$ cat config.mk
export PLATFORM = sky130hd
export DESIGN_NAME = uart_rx_fifo_flat
export DESIGN_NICKNAME = d
export VERILOG_FILES = /design/src/rtl/uart_rx_fifo_if.sv /design/src/rtl/uart_rx_fifo.sv /design/src/flat_wrapper.sv
export SDC_FILE = /design/constraint.sdc
export NUM_CORES = 1
export LEC_CHECK = 0
export BUFFER_PORTS_ARGS = -buffer_cell sky130_fd_sc_hd__buf_4
export CAP_MARGIN = 20
export CORE_ASPECT_RATIO = 0.9
export CORE_MARGIN = 4
export CORE_UTILIZATION = 45
export DETAILED_ROUTE_END_ITERATION = 8
export SLEW_MARGIN = 20
export SYNTH_ARGS = -nofsm -noshare
export SYNTH_HDL_FRONTEND = slang
export SYNTH_SLANG_ARGS = --single-unit
$ cat constraint.sdc
create_clock -name baud_clk -period 4 [get_ports baud_clk]
set_input_delay 0.4 -clock baud_clk [delete_from_list [all_inputs] [get_ports baud_clk]]
set_output_delay 0.4 -clock baud_clk [all_outputs]
set_load 0.05 [all_outputs]
$ cat src/rtl/uart_rx_fifo_if.sv
// uart_rx_fifo_if: valid/ready stream carrying received words
interface uart_rx_fifo_if #(
  parameter int DATA_BITS = 8
) ();
  logic [DATA_BITS-1:0] data;
  logic                 valid;
  logic                 ready;
  modport master (output data, valid, input ready);
  modport slave (input data, valid, output ready);
endinterface

$ cat src/rtl/uart_rx_fifo.sv
// uart_rx_fifo: oversampling UART receiver with sticky error flags, rts and show-ahead FIFO
module uart_rx_fifo #(
  parameter int DATA_BITS  = 8,
  parameter int OVERSAMPLE = 16,
  parameter int PARITY     = 0,
  parameter int STOP_BITS  = 1,
  parameter int FIFO_DEPTH = 8,
  parameter int RTS_MARGIN = 2
) (
  input  logic                        baud_clk,
  input  logic                        rst_n,
  input  logic                        rx,
  uart_rx_fifo_if.master              m,
  output logic                        rts,
  output logic                        rx_busy,
  output logic [$clog2(FIFO_DEPTH):0] fifo_count,
  output logic                        frame_err,
  output logic                        parity_err,
  output logic                        overrun_err,
  input  logic                        err_clr
);
  localparam int OW = $clog2(OVERSAMPLE);
  localparam int AW = $clog2(FIFO_DEPTH);
  localparam int CW = AW + 1;
  typedef enum logic [2:0] {IDLE, START, DATA, PAR, STOP} state_t;
  state_t               state_q, state_d;
  logic [1:0]           sync_q, sync_d;
  logic [OW-1:0]        os_cnt_q, os_cnt_d;
  logic [3:0]           bit_cnt_q, bit_cnt_d;
  logic [DATA_BITS-1:0] sh_q, sh_d;
  logic                 perr_q, perr_d, ferr_q, ferr_d;
  logic [DATA_BITS-1:0] mem_q [FIFO_DEPTH];
  logic [DATA_BITS-1:0] mem_d [FIFO_DEPTH];
  logic [AW-1:0]        wptr_q, wptr_d, rptr_q, rptr_d;
  logic [CW-1:0]        cnt_q, cnt_d;
  logic                 rts_q, rts_d, fe_q, fe_d, pe_q, pe_d, oe_q, oe_d;
  logic                 rxs, mid, tick, last, done, bad_stop, push, pop, full, accept;
  assign rxs  = sync_q[1];
  assign mid  = os_cnt_q == OW'(OVERSAMPLE / 2 - 1);
  assign tick = os_cnt_q == OW'(OVERSAMPLE - 1);
  assign last = bit_cnt_q == 4'(state_q == DATA ? DATA_BITS - 1 : STOP_BITS - 1);
  always_ff @(posedge baud_clk)
    if (!rst_n) state_q <= IDLE;
    else state_q <= state_d;
  always_comb begin
    state_d = state_q;
    case (state_q)
      IDLE:    if (!rxs) state_d = START;
      START:   if (mid) state_d = rxs ? IDLE : DATA;
      DATA:    if (tick && last) state_d = PARITY != 0 ? PAR : STOP;
      PAR:     if (tick) state_d = STOP;
      STOP:    if (tick && last) state_d = IDLE;
      default: state_d = IDLE;
    endcase
  end
  always_comb begin
    rx_busy = state_q != IDLE;
  end
  // the last stop sample decides the frame outcome together with the accumulated stop errors
  assign done     = state_q == STOP && tick && last;
  assign bad_stop = ferr_q | ~rxs;
  assign push     = done & ~perr_q & ~bad_stop;
  assign pop      = m.valid & m.ready;
  assign full     = cnt_q == CW'(FIFO_DEPTH);
  assign accept   = push & (~full | pop);
  always_comb begin
    sync_d    = {sync_q[0], rx};
    os_cnt_d  = (state_q == IDLE || (state_q == START && mid) || tick) ? '0 : os_cnt_q + 1'b1;
    bit_cnt_d = state_q != state_d ? '0 : tick ? bit_cnt_q + 1'b1 : bit_cnt_q;
    sh_d      = (state_q == DATA && tick) ? {rxs, sh_q[DATA_BITS-1:1]} : sh_q;
    perr_d    = state_q == START ? 1'b0 : (state_q == PAR && tick) ? ((^sh_q ^ rxs) != (PARITY == 2)) : perr_q;
    ferr_d    = state_q == START ? 1'b0 : (state_q == STOP && tick && !rxs) ? 1'b1 : ferr_q;
    mem_d     = mem_q;
    if (accept) mem_d[wptr_q] = sh_q;
    wptr_d    = accept ? wptr_q + 1'b1 : wptr_q;
    rptr_d    = pop ? rptr_q + 1'b1 : rptr_q;
    cnt_d     = cnt_q + CW'(accept) - CW'(pop);
    rts_d     = FIFO_DEPTH - int'(cnt_d) > RTS_MARGIN;
    fe_d      = (done & bad_stop) | (fe_q & ~err_clr);
    pe_d      = (done & perr_q) | (pe_q & ~err_clr);
    oe_d      = (push & ~accept) | (oe_q & ~err_clr);
  end
  always_ff @(posedge baud_clk)
    if (!rst_n) begin
      sync_q    <= 2'b11;
      os_cnt_q  <= '0;
      bit_cnt_q <= '0;
      sh_q      <= '0;
      perr_q    <= 1'b0;
      ferr_q    <= 1'b0;
      mem_q     <= '{default: '0};
      wptr_q    <= '0;
      rptr_q    <= '0;
      cnt_q     <= '0;
      rts_q     <= 1'b1;
      fe_q      <= 1'b0;
      pe_q      <= 1'b0;
      oe_q      <= 1'b0;
    end else begin
      sync_q    <= sync_d;
      os_cnt_q  <= os_cnt_d;
      bit_cnt_q <= bit_cnt_d;
      sh_q      <= sh_d;
      perr_q    <= perr_d;
      ferr_q    <= ferr_d;
      mem_q     <= mem_d;
      wptr_q    <= wptr_d;
      rptr_q    <= rptr_d;
      cnt_q     <= cnt_d;
      rts_q     <= rts_d;
      fe_q      <= fe_d;
      pe_q      <= pe_d;
      oe_q      <= oe_d;
    end
  assign m.data      = mem_q[rptr_q];
  assign m.valid     = cnt_q != '0;
  assign fifo_count  = cnt_q;
  assign rts         = rts_q;
  assign frame_err   = fe_q;
  assign parity_err  = pe_q;
  assign overrun_err = oe_q;
endmodule
$ cat src/flat_wrapper.sv
// flat-port wrapper written by rule: the top's interface ports become plain ports
module uart_rx_fifo_flat 
#(
  parameter int DATA_BITS  = 8,
  parameter int OVERSAMPLE = 16,
  parameter int PARITY     = 0,
  parameter int STOP_BITS  = 1,
  parameter int FIFO_DEPTH = 8,
  parameter int RTS_MARGIN = 2
)
  (baud_clk, rst_n, rx, rts, rx_busy, fifo_count, frame_err, parity_err, overrun_err, err_clr, m_data, m_valid, m_ready);
  uart_rx_fifo_if #(.DATA_BITS(DATA_BITS)) m_i ();
  input  logic baud_clk;
  input  logic rst_n;
  input  logic rx;
  output logic rts;
  output logic rx_busy;
  output logic [$clog2(FIFO_DEPTH):0] fifo_count;
  output logic frame_err;
  output logic parity_err;
  output logic overrun_err;
  input  logic err_clr;
  output wire logic [$bits(m_i.data)-1:0] m_data;
  output wire logic [$bits(m_i.valid)-1:0] m_valid;
  input wire logic [$bits(m_i.ready)-1:0] m_ready;
  assign m_data = m_i.data;
  assign m_valid = m_i.valid;
  assign m_i.ready = m_ready;
  uart_rx_fifo #(.DATA_BITS(DATA_BITS), .OVERSAMPLE(OVERSAMPLE), .PARITY(PARITY), .STOP_BITS(STOP_BITS), .FIFO_DEPTH(FIFO_DEPTH), .RTS_MARGIN(RTS_MARGIN)) u_core (.baud_clk(baud_clk), .rst_n(rst_n), .rx(rx), .m(m_i), .rts(rts), .rx_busy(rx_busy), .fifo_count(fifo_count), .frame_err(frame_err), .parity_err(parity_err), .overrun_err(overrun_err), .err_clr(err_clr));
endmodule
# Word level (Yosys, flattened, before mapping)
# Cells that the tools add are included.
# totals
reg_bits,101
latchBits,0
mem_bits_rw,0
romBits,0
input_bits,5
output_inout_bits,18
elab_cells,99
memories,0
# op_classes
n_addsub,7
multipliers,0
div_mod_pow,0
order_cmp,4
n_eq_ne,9
shifts,0
n_mux,14
bitwise,25
reduce_logical,18
# ops
operator,n
bitwise mux 64 bit,1
"> comparator 32 x 3 -> 1 bit, second input constant",1
binary-select mux 8 bit (select 3 bit),1
demux 8 bit (select 3 bit),1
two-way mux 8 bit,3
two-way mux 3 bit,6
case mux 3 bit (5 select lines),1
bitwise AND 1 bit,10
"adder 4 x 1 -> 4 bit, second input constant",2
"== test 4 bit, second input constant",2
">= comparator 4 bit, second input constant",2
logical AND 1 bit,8
inverter 3 -> 4 bit,2
parity 8 bit,1
inverter 1 bit,7
"adder 3 x 1 -> 3 bit, second input constant",2
"== test 3 x 2 -> 1 bit, second input constant",2
OR reduction 2 bit,3
OR 1 bit,5
"subtractor 4 x 4 -> 5 bit, first input constant",1
adder 4 x 1 -> 4 bit,1
"== test 4 x 3 -> 1 bit, second input constant",1
== test 4 bit,1
"less-than comparator 4 x 1 -> 1 bit, second input constant",1
11 further kinds,12

# Logic depth before layout (Yosys ltp)
# logic_depth
word_depth,11
depth_mapped,15
depth_no_buf,15

# Worst setup path after synthesis
# Ideal clock, no wire load.
# synth_path
kind,reg2reg
start,"reg u_core.cnt_q[1], in the netlist u_core.fifo_count[1]"
end,"reg u_core.rts_q, in the netlist u_core.rts"
setup_ns,0.138
arrival_ns,3.194
required_time_ns,3.862
setup_slack_ns,0.669
path_stages_with_launch,15
n_path_buf,0
synth_period_minus_slack_ns,3.331
cell_sequence,dfxtp_1 -> nor2_1 -> nand2_1 -> nand2_1 -> inv_1 -> ha_1 -> inv_1 -> ha_1 -> fa_1 -> inv_1 -> ha_1 -> nand2b_1 -> nand4b_1 -> mux2i_1 -> o21ai_0
# synth_between
elab_chain_cells,8
elab_cells_between_ends,10
classes_between,add/sub: 3; order compare: 1; eq/ne: 1; bitwise: 4; reduce/logical: 1
# synth_rtl
element,line_no,source
"start, declared",uart_rx_fifo.sv:35,"logic [CW-1:0] cnt_q, cnt_d;"
"start signal, assigned",uart_rx_fifo.sv:109,cnt_q <= cnt_d;
nonzero test 4 bit *,uart_rx_fifo.sv:116,assign m.valid = cnt_q != '0;
via m_valid,flat_wrapper.sv:24,output wire logic [$bits(m_i.valid)-1:0] m_valid;
bitwise AND 1 bit *,uart_rx_fifo.sv:63,assign pop = m.valid & m.ready;
via u_core.pop,uart_rx_fifo.sv:37,"logic rxs, mid, tick, last, done, bad_stop, push, pop, full, accept;"
OR 1 bit,uart_rx_fifo.sv:65,assign accept = push & (~full | pop);
bitwise AND 1 bit,uart_rx_fifo.sv:65,
adder 4 x 1 -> 4 bit,uart_rx_fifo.sv:77,cnt_d = cnt_q + CW'(accept) - CW'(pop);
subtractor 4 x 1 -> 4 bit *,uart_rx_fifo.sv:77,
via u_core.cnt_d[1],uart_rx_fifo.sv:35,
subtractor 4 x 4 -> 5 bit *,uart_rx_fifo.sv:78,rts_d = FIFO_DEPTH - int'(cnt_d) > RTS_MARGIN;
> comparator 32 x 3 -> 1 bit *,uart_rx_fifo.sv:78,
"end signal, assigned",uart_rx_fifo.sv:110,rts_q <= rts_d;
"end, declared",uart_rx_fifo.sv:36,"logic rts_q, rts_d, fe_q, fe_d, pe_q, pe_d, oe_q, oe_d;"
# The timed path passes the listed nets; every way through them passes the cells marked *.
# A chain may end at the register's enable or synchronous reset.

# Worst setup path after layout
# layout_path
start,reg u_core.os_cnt_q[0]
end,"reg u_core.rts_q, in the netlist u_core.rts"
# layout_between
elab_chain_cells,10
# layout_rtl
element,line_no,source
"start, declared",uart_rx_fifo.sv:28,"logic [OW-1:0] os_cnt_q, os_cnt_d;"
"start signal, assigned",uart_rx_fifo.sv:101,os_cnt_q <= os_cnt_d;
== test 4 bit,uart_rx_fifo.sv:40,assign tick = os_cnt_q == OW'(OVERSAMPLE - 1);
logical AND 1 bit (2 in a row),uart_rx_fifo.sv:60,assign done = state_q == STOP && tick && last;
bitwise AND 1 bit (2 in a row),uart_rx_fifo.sv:62,assign push = done & ~perr_q & ~bad_stop;
bitwise AND 1 bit,uart_rx_fifo.sv:65,
via u_core.accept,uart_rx_fifo.sv:37,
adder 4 x 1 -> 4 bit,uart_rx_fifo.sv:77,
subtractor 4 x 1 -> 4 bit,uart_rx_fifo.sv:77,
via u_core.cnt_d[1],uart_rx_fifo.sv:35,
subtractor 4 x 4 -> 5 bit,uart_rx_fifo.sv:78,
> comparator 32 x 3 -> 1 bit,uart_rx_fifo.sv:78,
# The timed path passes the listed nets, and every way through them passes these cells.

==> results_dict.tcl <==
set metrics [dict create \
    critPathKind "reg -> reg" \
    synth-main-ff-cell "dfxtp_1" \
    synth_seq_area_share_pct 41.7 \
    diodes 0 \
    max-slew-margin-rel_pct 32.2 \
    cts-root-buf "clkbuf_16" \
    grt_pass1_wl_um 16900 \
    path_cells "ha_1 > and3_1 > and3_1 > and4_1 > ha_1 > fa_1 > inv_1 > ha_1 > nand2b_1 > nand4b_1 > mux2i_1 > o21ai_0" \
    path_buf_inv 1 \
    critPathMaxFanout 16 \
    layout.nets 512 \
    yosysTopAreaCell "dfxtp_1" \
    ys_ff_latch 101 \
    finalMaxSlewViolations 0 \
    crit_family "simple AND/OR/NAND/NOR gates" \
    start_util_pct 46.7 \
    worst_setup_path_end_kind "register" \
    die_h_um 106 \
    yosysTopAreaCellShare_pct 41.7 \
    synth_cell_types 50 \
    cts_setup_buffers 0 \
    drive_gt1_share_pct 15.8 \
    synth_compound_area_share_pct 4.85 \
    muxShareOfSynthArea_pct 23.2 \
    hpwl_um 6760 \
    overflow 0 \
    numClockSinks 101 \
    coreArea_sq_mm 0.0104 \
    htree_levels 3 \
    clk_pin_slew_ps 70 \
    dr.first_iter.drc_count 179 \
    fin_crit_sh_pct 82.7 \
    place_area_sq_mm 0.00508 \
    fin_setup_tns_ps 0 \
    cap_violations 0 \
    antenna_found_initial 0 \
    fin_crit_ps 3310 \
    die_area_sq_mm 0.0125 \
    power_density_mw_per_mm2 500 \
    utilization_pct 51.9 \
    synth_xor_xnor_area_share_pct 3.43 \
    vias 3391 \
    numCtsBuffers 9 \
    drcViolationCount 0 \
    crit_top_cell "ha_1" \
    gp_congestion 0.801 \
    floorplan.rows 35 \
    syn_avg_cell_area_sq_um 9.98 \
    synth_adder_area_share_pct 3.51 \
    grt_pass1_vias 3395 \
    worst_path_max_delay_cell "and3_1" \
    drt_first_pass_iters 4 \
    synth_edf_count 0 \
    stdcell_area_sq_mm 0.00539 \
    synth-simple-area-share_pct 19.5 \
    start_kind "register" \
    route.detailed.wl_per_inst_um 16.0 \
    arrival_ps 3490 \
    syn_area_sq_mm 0.00485 \
    ys_async_sr_fraction_pct 0 \
    finalHoldViolations 0 \
    synth_top_cells_by_count "dfxtp_1, nand2_1, mux2i_1, nor2_1, clkbuf_1" \
    setup_viol 0 \
    fmax_mhz 302 \
    tightest_slew_ps 1010 \
    status "finished, final reports clean" \
    rsz0062_at_grt "no" \
    slowest_delay_ps 530 \
    cts_tree "done" \
    gr-usage-all-layers_pct 16.7 \
    synth_fp_nets 504 \
    viasPerCell 5.40 \
    synth_top_family_by_area "multiplexers" \
    synthCells 486 \
    skew_ps 9.92 \
    ant_nets 0 \
    die_w_um 117 \
    wl_um 10000 \
    cts_max_path_buffers 2 \
    io_pins 23 \
    cts_hold_buf 0 \
    area_growth_pct 11.0 \
    clock_latency_ps 340 \
    port_buffers 22 \
    hold_class "in -> reg" \
    peakVddDrop_uv 214 \
    grt_max_degree 83 \
    required_ps 4190 \
    post_cts_resized 0 \
    leakage_nw 1.92 \
    yosys_warnings 0 \
    yosys-top-cells-area "dfxtp_1, mux2i_1, nand2_1" \
    synth.most_common_cell "dfxtp_1" \
]
-- kinds of logic (layout without fill, tap and decap cells) --
logic type,Yosys count,count (layout)
buffers and inverters,44,57
adder cells (fa/ha/maj),13,13
multiplexers,91,91
XOR/XNOR,19,19
flip-flops,101,101
AO/OA/AOI/OAI,37,37
AND/OR/NAND/NOR,181,181
-- worst reg2reg max path, cell delays in order (launching register included) --
cell,delay [ps]
dfxtp_1,350
ha_1,250
and3_1,530
and3_1,390
and4_1,260
ha_1,200
fa_1,460
inv_1,90
ha_1,230
nand2b_1,110
nand4b_1,100
mux2i_1,130
o21ai_0,80
-- layer usage --
layer  vias up  track usage (%)  wire, um
met5         -                0         0
met4         0             4.52       109
met3         8             3.56       243
met2        36             27.8      4710
met1      1644             22.3      4960
li1       1703                -         -
-- where the power goes --
part           total [mW]  switching (mW)  internal, mW
Sequential           1.10          0.0616          1.04
Combinational       0.697           0.432         0.265
Clock               0.895           0.386         0.509
Total                2.69           0.879          1.81
-- through the flow --
stage | total power [mW] | hold slack (ps) | setup slack, ps | std cells
after detailed placement | 1.83 | 399 | 680 | 612
after floorplan | 1.66 | 386 | 669 | 486
after global routing | 2.85 | 256 | 414 | 628
after global placement | 1.81 | 405 | 783 | 612
after CTS | 2.73 | 245 | 686 | 628
final | 2.69 | 250 | 691 | 628
-- worst paths after layout --
| path | from | endpoint | slack [ps] | depth (start not counted) |
|---|---|---|---|---|
| setup / recovery | u_core.os_cnt_q[0] | u_core.rts | 690 | 12 |
| hold / removal | rx | u_core.sync_q[0] | 250 | 2 |
| setup reg to reg | u_core.os_cnt_q[0] | u_core.rts | 690 | 12 |
| hold reg to reg | u_core.sync_q[0] | u_core.sync_q[1] | 410 | 1 |
-- cells in the final DEF (no fill, tap or decap), types with 12 or more instances in the layout --
master     n
mux4_2    16
mux2i_1   65
nand2_1   97
buf_4     26
dfxtp_1  101
a21oi_1   19
nor2_1    25
ha_1      12
xnor2_1   12
inv_1     14
nand3_1   18
-- flip-flops by register name (all words and copies together), names as in the netlist --
signal	cells
u_core.bit_cnt_q	4
u_core.ferr_q	1
u_core.fifo_count	4
u_core.frame_err	1
u_core.mem_q	64
u_core.os_cnt_q	4
u_core.overrun_err	1
u_core.parity_err	1
u_core.perr_q	1
u_core.rptr_q	3
u_core.rts	1
u_core.sh_q	8
u_core.state_q	3
u_core.sync_q	2
u_core.wptr_q	3
-- cell type report --
| type | instances | area, sq um |
|---|---|---|
| Fill cell | 924 | 4990 |
| Multi-Input combinational cell | 341 | 2640 |
| Sequential cell | 101 | 2020 |
| Clock buffer | 11 | 243 |
| Timing Repair Buffer | 26 | 195 |
| Tap cell | 129 | 161 |
| Clock inverter | 5 | 63.8 |
| Inverter | 15 | 56.3 |
No activity file was read; power rests on OpenSTA's default activity.
